`config.mk`:
```
export PLATFORM = sky130hd
export DESIGN_NAME = digit_pair_loader
export DESIGN_NICKNAME = d
export VERILOG_FILES = /design/src/rtl/digit_pair_loader.sv
export SDC_FILE = /design/constraint.sdc
export NUM_CORES = 1
export LEC_CHECK = 0
export ABC_AREA = 1
export BUFFER_PORTS_ARGS = -buffer_cell sky130_fd_sc_hd__buf_2
export CAP_MARGIN = 20
export CELL_PAD_IN_SITES_DETAIL_PLACEMENT = 0
export CELL_PAD_IN_SITES_GLOBAL_PLACEMENT = 1
export CORE_UTILIZATION = 42
export DETAILED_ROUTE_END_ITERATION = 6
export PLACE_DENSITY = 0.75
export SYNTH_ARGS = -nofsm -noshare
export SYNTH_HDL_FRONTEND = slang
export SYNTH_SLANG_ARGS = --single-unit
```
`constraint.sdc`:
```
create_clock -name clk -period 1.3 [get_ports clk]
set_input_delay 0.13 -clock clk [delete_from_list [all_inputs] [get_ports clk]]
set_output_delay 0.13 -clock clk [all_outputs]
set_load 0.01 [all_outputs]
```
`src/rtl/digit_pair_loader.sv`:
```
// Two-digit BCD entry front end: debounced enter/clear keys drive a small FSM
// that latches digit_a then digit_b and flags a complete pair with pair_valid.
module digit_pair_loader #(
    parameter int unsigned DEBOUNCE_CYCLES = 16
) (
    input  logic       clk,
    input  logic       reset_n,
    input  logic       key_enter_n,
    input  logic       key_clear_n,
    input  logic [3:0] sw_digit,
    output logic [3:0] digit_a,
    output logic [3:0] digit_b,
    output logic       pair_valid,
    output logic       entry_err,
    output logic [1:0] state
);

    localparam int unsigned CNT_W     = $clog2(DEBOUNCE_CYCLES + 1);
    localparam int unsigned NKEYS     = 2;
    localparam int unsigned KEY_ENTER = 0;
    localparam int unsigned KEY_CLEAR = 1;

    typedef enum logic [1:0] {
        WAIT_A     = 2'd0,
        WAIT_B     = 2'd1,
        PAIR_READY = 2'd2
    } state_t;

    logic [NKEYS-1:0] key_raw;
    logic [NKEYS-1:0] sync1_q;
    logic [NKEYS-1:0] sync2_q;
    logic [NKEYS-1:0] level_q;
    logic [NKEYS-1:0] level_dly_q;
    logic [NKEYS-1:0] press_c;
    logic [CNT_W-1:0] cnt_q [NKEYS];

    state_t     state_q, state_d;
    logic [3:0] digit_a_q, digit_a_d;
    logic [3:0] digit_b_q, digit_b_d;
    logic       pair_valid_q, pair_valid_d;
    logic       entry_err_q, entry_err_d;
    logic       enter_ev_c, clear_ev_c, digit_good_c;

    assign key_raw = {key_clear_n, key_enter_n};

    // Synchronize each raw key, then accept a level change only after
    // DEBOUNCE_CYCLES consecutive mismatching samples.
    always_ff @(posedge clk or negedge reset_n) begin
        if (!reset_n) begin
            sync1_q     <= '1;
            sync2_q     <= '1;
            level_q     <= '1;
            level_dly_q <= '1;
            for (int k = 0; k < NKEYS; k++) begin
                cnt_q[k] <= '0;
            end
        end else begin
            sync1_q     <= key_raw;
            sync2_q     <= sync1_q;
            level_dly_q <= level_q;
            for (int k = 0; k < NKEYS; k++) begin
                if (sync2_q[k] != level_q[k]) begin
                    if (cnt_q[k] == CNT_W'(DEBOUNCE_CYCLES - 1)) begin
                        level_q[k] <= sync2_q[k];
                        cnt_q[k]   <= '0;
                    end else begin
                        cnt_q[k] <= cnt_q[k] + CNT_W'(1);
                    end
                end else begin
                    cnt_q[k] <= '0;
                end
            end
        end
    end

    // Falling edge of the debounced level is a press; releases are ignored.
    assign press_c      = ~level_q & level_dly_q;
    assign clear_ev_c   = press_c[KEY_CLEAR];
    assign enter_ev_c   = press_c[KEY_ENTER];
    assign digit_good_c = (sw_digit <= 4'd9);

    always_ff @(posedge clk or negedge reset_n) begin
        if (!reset_n) begin
            state_q <= WAIT_A;
        end else begin
            state_q <= state_d;
        end
    end

    always_comb begin
        state_d = state_q;
        if (clear_ev_c) begin
            state_d = WAIT_A;
        end else begin
            case (state_q)
                WAIT_A:     if (enter_ev_c && digit_good_c) state_d = WAIT_B;
                WAIT_B:     if (enter_ev_c && digit_good_c) state_d = PAIR_READY;
                PAIR_READY: if (enter_ev_c && digit_good_c) state_d = WAIT_B;
                default:    state_d = WAIT_A;
            endcase
        end
    end

    // Clear and the unused encoding both return the datapath to its reset values.
    always_comb begin
        digit_a_d    = digit_a_q;
        digit_b_d    = digit_b_q;
        pair_valid_d = pair_valid_q;
        entry_err_d  = entry_err_q;
        if (clear_ev_c) begin
            digit_a_d    = 4'd0;
            digit_b_d    = 4'd0;
            pair_valid_d = 1'b0;
            entry_err_d  = 1'b0;
        end else begin
            case (state_q)
                WAIT_A: begin
                    if (enter_ev_c) begin
                        entry_err_d = !digit_good_c;
                        if (digit_good_c) digit_a_d = sw_digit;
                    end
                end
                WAIT_B: begin
                    if (enter_ev_c) begin
                        entry_err_d = !digit_good_c;
                        if (digit_good_c) begin
                            digit_b_d    = sw_digit;
                            pair_valid_d = 1'b1;
                        end
                    end
                end
                PAIR_READY: begin
                    if (enter_ev_c) begin
                        entry_err_d = !digit_good_c;
                        if (digit_good_c) begin
                            digit_a_d    = sw_digit;
                            digit_b_d    = 4'd0;
                            pair_valid_d = 1'b0;
                        end
                    end
                end
                default: begin
                    digit_a_d    = 4'd0;
                    digit_b_d    = 4'd0;
                    pair_valid_d = 1'b0;
                    entry_err_d  = 1'b0;
                end
            endcase
        end
    end

    always_ff @(posedge clk or negedge reset_n) begin
        if (!reset_n) begin
            digit_a_q    <= 4'd0;
            digit_b_q    <= 4'd0;
            pair_valid_q <= 1'b0;
            entry_err_q  <= 1'b0;
        end else begin
            digit_a_q    <= digit_a_d;
            digit_b_q    <= digit_b_d;
            pair_valid_q <= pair_valid_d;
            entry_err_q  <= entry_err_d;
        end
    end

    assign digit_a    = digit_a_q;
    assign digit_b    = digit_b_q;
    assign pair_valid = pair_valid_q;
    assign entry_err  = entry_err_q;
    assign state      = state_q;

endmodule

```
==> flow_metrics.env, run 1 <==
export IMPL_min_period_ns=1.196
export IMPL_min_period_over_period_pct=91.96
export IMPL_wl_per_cell_um=10.84
export IMPL_netlist_area_um2=1287
export IMPL_routabilityCongestion=0.7870
export IMPL_max_cap_violations=0
export IMPL_required_ns=1.53
export IMPL_io_pin_count=20
export IMPL_dieArea_um2=3291
export IMPL_num_rows=19
export IMPL_nets=168
export IMPL_clock_path_buffers=2
export IMPL_synth_cell_types=23
export IMPL_syn_area_per_cell_um2=10.06
export IMPL_fin_cells=190
export IMPL_drv_slew=0
export IMPL_cp_end_kind="register"
export IMPL_fp_dieH_um=57.37
export IMPL_ant_nets=0
export IMPL_p_clk_share_pct=38.1
export IMPL_track_usage_pct=15.23
export IMPL_fin_ws_ns=0.1045
export IMPL_critPathMaxFanout=8
export IMPL_crit_type="register to register"
export IMPL_hold_start="sw_digit[0]"
export IMPL_synth_commonest_cells="nand2_1 (36), dfrtp_1 (22), nor2_1 (18)"
export IMPL_max_slew_margin_pct=58.59
export IMPL_worst_slew_pin_slew_ns=0.6211
export IMPL_design_core_area_um2=2829
export IMPL_num_fill_cells=272
export IMPL_internal_power_uw=1446
export IMPL_htreeDepth=2
export IMPL_startpoint_type="register"
export IMPL_switchingPower_uw=457.7
export IMPL_insertion_delay_ns=0.33
export IMPL_clockRootBuffer="clkbuf_4"
export IMPL_rsz0062_at_grt="no"
export IMPL_async_flop_share_pct=100.0
export IMPL_hp_class="input pin to register"
export IMPL_synth_flop_cell="dfrtp_1"
export IMPL_drc=7
export IMPL_dr_pass1_iters=6
export IMPL_share_comb_of_total_power_pct=9.5
export IMPL_antenna_found_initial=0
export IMPL_die_w_um=57.37
export IMPL_drt_initial_drc_count=40
export IMPL_rr_startpoint="level_q[1]$_DFFE_PN1P_"
export IMPL_seqPwrFrac_pct=52.5
export IMPL_netlist_instances=128
export IMPL_cts_tree="built"
export IMPL_finalSetupTns_ns=0
export IMPL_skew_ns=0.01252
export IMPL_synth_edff_count=0
export IMPL_grt_pass1_wl_um=3753
export IMPL_synth_warnings=0
export IMPL_final_hold_violation_count=0
export IMPL_setup_viol=0
export IMPL_cts_made_buffers=5
export IMPL_place_ws_ns=0.09582
export IMPL_yosysMostFrequentCell="nand2_1"
export IMPL_via_per_inst=4.579
export IMPL_synth_nets=138
export IMPL_failed_checks="design-rule violations"
export IMPL_clk_pin_slew_ns=0.10
export IMPL_multi_input_area_um2=495.5
export IMPL_seq_area_um2=760.7
export IMPL_vias=870
export IMPL_numClockSinks=30
export IMPL_diodes=0
export IMPL_globalRoute_totalOverflow=0
export IMPL_timing_fmax_mhz=836.5
export IMPL_grt_max_degree=31
export IMPL_use_met2_pct=21.76
export IMPL_dpl_hpwl_um=1502
export IMPL_synth_area_leaders="dfrtp_1 (43%), dfstp_2 (16%), nand2_1 (10%)"
export IMPL_pwr_density_cell_nw_per_um2=1228
export IMPL_start_util_pct=45.51
export IMPL_peakVddDrop_mv=0.7124
export IMPL_grt_busiest_layer="met2"
export IMPL_seq_area_frac_synth_pct=59.09
export IMPL_status="finished with violations"
export IMPL_yosysTopAreaCell="dfrtp_1"
export IMPL_drive_gt1_share_pct=32.08
export IMPL_grtUsageMet3_pct=6.349
export IMPL_grt_pass1_vias=842
export IMPL_switching_share_pct=24.04
export IMPL_critPathLaunch="level_q[1]$_DFFE_PN1P_"
export IMPL_synth_top_area_share_pct=42.76
export IMPL_syn2layout_area_growth_pct=20.41
export IMPL_met1_usage_pct=20.38
export IMPL_totalWireLength_um=2060
export IMPL_p_leak_uw=0.0007995
export IMPL_dp_cells=178
export IMPL_arrival_ns=1.43
export IMPL_synth_seq_cells=30
export IMPL_port_buffers=19
-- per-layer routing --
layer  share of wire [%]  up-vias
met5                   0        -
met1                  50      394
met2                  42       17
met3                 5.7        5
li1                    -      454
met4                 1.9        0
-- critical path, stage by stage, from the launching register on --
cell and delay (ns):
dfstp_2 0.56, inv_2 0.05, nand2_4 0.08, inv_4 0.06
nor2_8 0.11, nand2_8 0.08, nand3_1 0.09, nand2_1 0.06
-- kinds of logic (layout without fill, tap and decap cells) --
logic type,count (synthesis),count (layout),share of synthesized area (%)
DFF,30,30,59.09
and+or+nand+nor,77,77,31.10
xor gates and xnor gates,4,4,2.722
buffers and inverters,11,42,3.402
adders and majority gates,2,2,1.943
AOI/OAI and AO/OA,4,4,1.749
-- per-stage QoR --
step	area (um^2)	power, uW	hold slack (ns)	util, %
4_1_cts	1530	1930	0.01105	54.09
2_1_floorplan	1287	1128	-0.1656	-
3_5_place_dp	1421	1192	0.1886	50.24
3_3_place_gp	1421	1188	0.1856	50.24
6_report	1550	1904	0.02256	54.80
5_1_grt	1550	1990	0.03272	54.80
-- layout by cell type, fill, tap and decap left out, drive strengths merged, types with 3 or more instances in the layout --
| master | n |
|---|---|
| buf | 20 |
| dfrtp | 22 |
| nor2 | 21 |
| inv | 11 |
| nand2 | 41 |
| dlygate4sd3 | 3 |
| dfstp | 8 |
| clkbuf | 6 |
| nand3 | 9 |
-- final cells by class --
cell class	count	share of cell area, %
flip-flops and latches	30	49.07
multi-input cells	87	31.96
repair buffers	23	8.555
inverters	11	2.825
clock buffers	6	2.663
well taps	31	2.502
clock inverters	2	2.421
-- what timing repair did --
item,4_1_cts,5_1_grt
hold buffers,3,0
setup endpoints to repair,0,9
gates resized for setup,0,4
endpoints found under the hold margin,24,0
buffers inserted,0,1
-- sequential cells by signal (all words and copies together), names as in the netlist --
name / cells
sync2_q: 2
digit_a: 4
cnt_q: 10
sync1_q: 2
entry_err: 1
pair_valid: 1
state: 2
digit_b: 4
level_q: 2
level_dly_q: 2
-- power groups by stage --
stage	logic (uW)	registers, uW	clock network (uW)
after floorplan	111	1020	0
after global placement	173	1010	0
after CTS	183	999	747
after detailed placement	176	1020	0
after global routing	208	1000	777
final	180	999	725
-- path summary, 6_finish.rpt --
path / end / slack (ns) / depth (start not counted)
max: digit_a[3]$_DFFE_PN0P_ / 0.10 / 7
min: digit_b[0]$_DFFE_PN0P_ / 0.02 / 3
max reg2reg: digit_a[3]$_DFFE_PN0P_ / 0.10 / 7
min reg2reg: sync2_q[0]$_DFF_PN1_ / 0.36 / 0
max in group asynchronous: cnt_q[9]$_DFF_PN0_ / 0.54 / 2
min in group asynchronous: cnt_q[2]$_DFF_PN0_ / 0.34 / 2
(Power assumes the default switching activity.)
==> inputs of run 2 (changes only) <==
- ABC_AREA: 1 -> unset
- CORE_UTILIZATION: 42 -> 43
- GPL_ROUTABILITY_DRIVEN: unset -> 0
==> run 2 against run 1 <==
Clock-buffer cell count is 1 higher. Register-to-register slack got worse by 0.18 ns. The run ends with negative setup slack left. Sequential cell count stayed put.
==> flow_metrics.env, run 2 <==
export IMPL_status="finished with violations"
export IMPL_failed_checks="negative setup slack"
export IMPL_dp_cells=174
export IMPL_synth_cell_types=33
export IMPL_grt_max_degree=31
export IMPL_async_flop_share_pct=100.0
export IMPL_rr_startpoint="level_dly_q[0]$_DFF_PN1_"
export IMPL_rsz0062_at_grt="yes"
export IMPL_wl_per_cell_um=13.77
export IMPL_drt_initial_drc_count=24
export IMPL_grt_pass1_vias=968
export IMPL_critPathMaxFanout=6
export IMPL_min_period_over_period_pct=105.6
export IMPL_startpoint_type="register"
export IMPL_antenna_found_initial=0
export IMPL_hp_class="input pin to register"
export IMPL_arrival_ns=1.60
export IMPL_cts_tree="built"
export IMPL_pwr_density_cell_nw_per_um2=1164
export IMPL_clockRootBuffer="clkbuf_4"
export IMPL_design_core_area_um2=2781
export IMPL_grt_pass1_wl_um=4422
export IMPL_setup_viol=6
export IMPL_hold_depth=3
export IMPL_largest_register="cnt_q"
export IMPL_crit_path_end="state[0]$_DFFE_PN0P_"
export IMPL_synth_warnings=0
export IMPL_cts_made_buffers=5
export IMPL_globalRoute_totalOverflow=0
export IMPL_cpPeakStageDelay_ns=0.55
export IMPL_finalSetupTns_ns=-0.2374
export IMPL_insertion_delay_ns=0.34
export IMPL_synth_flop_cell="dfrtp_1"
export IMPL_fin_ws_ns=-0.07257
export IMPL_required_ns=1.53
export IMPL_totalWireLength_um=2562
export IMPL_synth_area_leaders="dfrtp_1 (43%), dfstp_2 (16%), nor2_1 (5.0%)"
export IMPL_syn2layout_area_growth_pct=25.34
export IMPL_reg2reg_to="state[0]$_DFFE_PN0P_"
export IMPL_port_buffers=19
export IMPL_yosysMostFrequentCell="dfrtp_1"
export IMPL_final_hold_violation_count=0
export IMPL_max_cap_violations=0
export IMPL_num_rows=19
export IMPL_cp_top_family="flip-flops"
export IMPL_critPathBufInv=1
export IMPL_drc=0
export IMPL_yosysTopAreaCell="dfrtp_1"
export IMPL_netlist_area_um2=1284
export IMPL_cp_depth=4
export IMPL_clock_path_buffers=2
export IMPL_drive_gt1_share_pct=38.71
export IMPL_final_cell_mix="dfrtp_1 (21), buf_2 (19), nor2_1 (15)"
export IMPL_max_slew_margin_pct=56.92
export IMPL_crit_path_top_delay_cell="dfstp_2"
export IMPL_critPathLaunch="level_dly_q[0]$_DFF_PN1_"
export IMPL_track_usage_pct=18.73
export IMPL_skew_ns=0.01604
export IMPL_rrSetupSlack_ns=-0.07
export IMPL_p_leak_uw=0.0007852
export IMPL_worst_slew_pin_slew_ns=0.6462
export IMPL_fp_dieH_um=56.64
export IMPL_timing_fmax_mhz=728.6
export IMPL_drv_slew=0
export IMPL_syn_area_per_cell_um2=10.97
export IMPL_layout_commonest_cell="dfrtp_1"
export IMPL_path_cells="or2b_4 > buf_4 > o21ai_0 > a21oi_2"
export IMPL_fin_cells=186
export IMPL_dieArea_um2=3208
export IMPL_reg2regPathDepth=4
export IMPL_htreeDepth=2
export IMPL_ant_nets=0
export IMPL_synth_commonest_cells="dfrtp_1 (22), nor2_1 (17), nand2_1 (10)"
export IMPL_start_util_pct=46.15
export IMPL_synth_top_area_share_pct=42.88
export IMPL_netlist_instances=117
export IMPL_largest_reg_flops=10
export IMPL_synth_seq_cells=30
export IMPL_dpl_hpwl_um=1767
export IMPL_synth_edff_count=0
export IMPL_via_per_inst=5.237
export IMPL_die_w_um=56.64
export IMPL_peakVddDrop_mv=0.7767
export IMPL_numClockSinks=30
export IMPL_synth_nets=127
export IMPL_diodes=0
export IMPL_crit_type="register to register"
export IMPL_cp_end_kind="register"
export IMPL_seq_area_frac_synth_pct=59.26
export IMPL_dr_pass1_iters=4
export IMPL_clk_pin_slew_ns=0.11
export IMPL_nets=164
export IMPL_vias=974
export IMPL_min_period_ns=1.373
export IMPL_io_pin_count=20
## run 2: changes by cell type in the layout (fill, tap and decap cells not counted), moves of 4 or more
cell,previous run,this run
nand2_1,35,10
inv_1,7,2
nand3_1,8,4
nand2_4,4,0
xor2_1,2,6
o21ai_0,0,4
buf_4,1,10
## run 2: what timing repair did
action | CTS | global route
resized for setup | 3 | 12
setup endpoints to repair | 10 | 16
pin swaps | 2 | 3
setup buffers | 1 | 0
endpoints found under the hold margin | 24 | 0
hold buffers | 3 | 0
## run 2: cell families (layout without fill, tap and decap cells)
| family | Yosys count | in the layout | synth area share [%] |
|---|---|---|---|
| AO/OA/AOI/OAI | 21 | 21 | 10.82 |
| XOR/XNOR | 6 | 6 | 4.094 |
| adder cells (fa/ha/maj) | 2 | 2 | 1.949 |
| buffers and inverters | 4 | 42 | 1.755 |
| flip-flops | 30 | 30 | 59.26 |
| multiplexers | 2 | 2 | 1.754 |
| AND/OR/NAND/NOR | 52 | 52 | 20.37 |
## run 2: where the power goes
part	internal (uW)	switching, uW	leakage [uW]
combinational	103	120	0.000378
clock	262	335	0.0000353
sequential	1000	48.5	0.000372
total	1370	503	0.000785
## run 2: worst register-to-register path, stage by stage (launching register included)
cell     delay [ns]
dfstp_2        0.55
or2b_4         0.30
buf_4          0.14
o21ai_0        0.20
a21oi_2        0.08
## run 2: per-stage QoR
| step | utilization (%) | hold WS (ns) | instance area, um^2 | total power [uW] | worst slack, ns |
|---|---|---|---|---|---|
| after global routing | 57.85 | 0.05322 | 1609 | 1972 | -0.1189 |
| after global placement | 52.86 | 0.1823 | 1470 | 1275 | -0.02411 |
| final | 57.85 | 0.07475 | 1609 | 1873 | -0.07257 |
| after detailed placement | 52.86 | 0.1944 | 1470 | 1280 | -0.05387 |
| after floorplan | - | -0.1656 | 1284 | 1175 | 0.009125 |
| after CTS | 56.41 | 0.05164 | 1569 | 1881 | -0.05034 |
## run 2: per-layer routing
layer	track usage (%)	up-vias	wire length (um)
li1	-	484	-
met1	24.20	463	1203
met2	28.24	20	1172
met3	7.373	7	143
met4	7.317	0	44
met5	0	-	0
## run 2: cell type report
type                            instances  area (um^2)
Clock buffer                            7        55.05
Clock inverter                          1        5.005
Fill cell                             246         1172
Inverter                                2        7.507
Multi-Input combinational cell         83        540.5
Sequential cell                        30        762.0
Tap cell                               31        38.79
Timing Repair Buffer                   32        200.2
## run 2: worst min-delay path by stage
| stage | startpoint | endpoint | slack [ns] |
|---|---|---|---|
| floorplan | reset_n | cnt_q[0]$_DFF_PN0_ | -0.17 |
| finish | sw_digit[0] | digit_b[0]$_DFFE_PN0P_ | 0.07 |
| global route | sw_digit[0] | digit_b[0]$_DFFE_PN0P_ | 0.05 |
| global placement | reset_n | cnt_q[8]$_DFF_PN0_ | 0.18 |
| detailed placement | reset_n | cnt_q[9]$_DFF_PN0_ | 0.19 |
| CTS | sw_digit[0] | digit_b[0]$_DFFE_PN0P_ | 0.05 |
==> inputs of run 3 (changes only) <==
- PLACE_DENSITY: 0.75 -> unset
- PLACE_DENSITY_LB_ADDON: unset -> 0.1
==> run 3 against run 2 <==
The run still ends with negative setup slack left. Highest routed layer unchanged. Largest cell class unchanged. Sequential cell count unchanged. Die area unchanged. Maximum frequency is 2.9% higher. Total power is 7.0% higher.
==> flow_metrics.env, run 3 (same netlist as run 2, synthesis figures left out) <==
export IMPL_timing_fmax_mhz=749.8
export IMPL_design_core_area_um2=2781
export IMPL_io_pin_count=20
export IMPL_largest_register="cnt_q"
export IMPL_clockRootBuffer="clkbuf_4"
export IMPL_fin_cells=187
export IMPL_required_ns=1.57
export IMPL_hold_ws_ns=0.06697
export IMPL_cts_made_buffers=5
export IMPL_track_usage_pct=17.52
export IMPL_vias=952
export IMPL_critPathBufInv=0
export IMPL_crit_path_top_delay_cell="dfstp_2"
export IMPL_hp_class="input pin to register"
export IMPL_antenna_found_initial=0
export IMPL_globalRoute_totalOverflow=0
export IMPL_drc=0
export IMPL_rsz0062_at_grt="yes"
export IMPL_hold_start="sw_digit[0]"
export IMPL_port_buffers=19
export IMPL_syn2layout_area_growth_pct=27.68
export IMPL_final_hold_violation_count=0
export IMPL_min_period_ns=1.334
export IMPL_p_leak_uw=0.0008043
export IMPL_cts_tree="built"
export IMPL_via_per_inst=5.091
export IMPL_failed_checks="negative setup slack"
export IMPL_dpl_hpwl_um=1702
export IMPL_max_cap_violations=0
export IMPL_clk_pin_slew_ns=0.10
export IMPL_clock_path_buffers=2
export IMPL_min_period_over_period_pct=102.6
export IMPL_status="finished with violations"
export IMPL_drt_initial_drc_count=13
export IMPL_ant_nets=0
export IMPL_layout_commonest_cell="dfrtp_1"
export IMPL_cp_top_family="simple AND/OR/NAND/NOR gates"
export IMPL_dp_cells=176
export IMPL_rrSetupSlack_ns=-0.03
export IMPL_skew_ns=0.01343
export IMPL_wl_per_cell_um=13.13
export IMPL_dieArea_um2=3208
export IMPL_rr_startpoint="level_dly_q[0]$_DFF_PN1_"
export IMPL_drive_gt1_share_pct=39.74
export IMPL_numClockSinks=30
export IMPL_grt_pass1_wl_um=4160
export IMPL_crit_type="register to register"
export IMPL_cp_end_kind="register"
export IMPL_insertion_delay_ns=0.34
export IMPL_totalWireLength_um=2455
export IMPL_critPathMaxFanout=7
export IMPL_fp_dieH_um=56.64
export IMPL_arrival_ns=1.60
export IMPL_reg2regPathDepth=3
export IMPL_dr_pass1_iters=4
export IMPL_reg2reg_to="state[0]$_DFFE_PN0P_"
export IMPL_setup_viol=4
export IMPL_peakVddDrop_mv=0.8865
export IMPL_path_cells="or2b_4 > or3_1 > a21oi_1"
export IMPL_crit_path_end="state[0]$_DFFE_PN0P_"
export IMPL_cp_depth=3
export IMPL_die_w_um=56.64
export IMPL_max_slew_margin_pct=75.44
export IMPL_grt_max_degree=31
export IMPL_htreeDepth=2
export IMPL_final_cell_mix="dfrtp_1 (21), buf_2 (19), nor2_1 (15)"
export IMPL_cpPeakStageDelay_ns=0.54
export IMPL_start_util_pct=46.15
export IMPL_num_fill_cells=245
export IMPL_diodes=0
export IMPL_worst_slew_pin_slew_ns=0.3684
export IMPL_nets=165
export IMPL_critPathLaunch="level_dly_q[0]$_DFF_PN1_"
export IMPL_num_rows=19
export IMPL_pwr_density_cell_nw_per_um2=1222
export IMPL_startpoint_type="register"
export IMPL_drv_slew=0
export IMPL_grt_pass1_vias=945
export IMPL_utilization_pct=58.93
export IMPL_post_cts_buffers=0
export IMPL_largest_reg_flops=10
export IMPL_fin_ws_ns=-0.03374
[run 3: tightest hold or removal path: cells and delay by family]
family | cells | cell delay [ns]
buffers and inverters | 1 | 0.10
AOI/OAI and AO/OA | 1 | 0.05
and+or+nand+nor | 1 | 0.08
[run 3: worst min path at each step]
stage,end,slack [ns],depth (start not counted)
CTS,digit_b[0]$_DFFE_PN0P_,0.05,3
global placement,digit_b[0]$_DFFE_PN0P_,0.16,2
global route,digit_b[0]$_DFFE_PN0P_,0.07,3
floorplan,cnt_q[0]$_DFF_PN0_,-0.17,0
detailed placement,digit_a[0]$_DFFE_PN0P_,0.16,2
finish,digit_b[0]$_DFFE_PN0P_,0.07,3
[run 3: through the flow]
| step | total power (uW) | setup slack [ns] | setup TNS, ns | cell area, um^2 |
|---|---|---|---|---|
| 3_5_place_dp | 1285 | -0.09778 | -0.2858 | 1485 |
| 6_report | 2003 | -0.03374 | -0.09135 | 1639 |
| 3_3_place_gp | 1281 | -0.04321 | -0.09961 | 1485 |
| 5_1_grt | 2101 | -0.1262 | -0.6358 | 1639 |
| 4_1_cts | 2018 | -0.04018 | -0.1588 | 1608 |
| 2_1_floorplan | 1175 | 0.009125 | 0 | 1284 |
[run 3: repair_timing]
item | 4_1_cts | 5_1_grt
endpoints found under the setup margin | 8 | 19
gates resized for setup | 5 | 11
hold buffers | 3 | 0
hold endpoints to repair | 24 | 0
pin swaps | 2 | 1
[run 3: layout make-up]
| type | instances | area, um^2 | share of cell area, % |
|---|---|---|---|
| Timing Repair Buffer | 33 | 207.7 | 12.67 |
| Multi-Input combinational cell | 83 | 548.0 | 33.44 |
| Tap cell | 31 | 38.79 | 2.366 |
| Clock inverter | 1 | 30.03 | 1.832 |
| Clock buffer | 7 | 45.04 | 2.748 |
| Inverter | 2 | 7.507 | 0.4580 |
| Sequential cell | 30 | 762.0 | 46.49 |
[run 3: report_power, final]
part / internal (uW) / switching (uW)
Sequential: 1000 / 44.2
Clock: 408 / 313
Combinational: 108 / 125
Total: 1520 / 483
[run 3: metal layers]
layer / GRT usage (%) / vias to the layer above / share of wire, %
li1: - / 480 / -
met1: 20.30 / 445 / 44
met2: 29.24 / 19 / 50
met3: 4.147 / 8 / 3.2
met4: 10.45 / 0 / 2.9
met5: 0 / - / 0
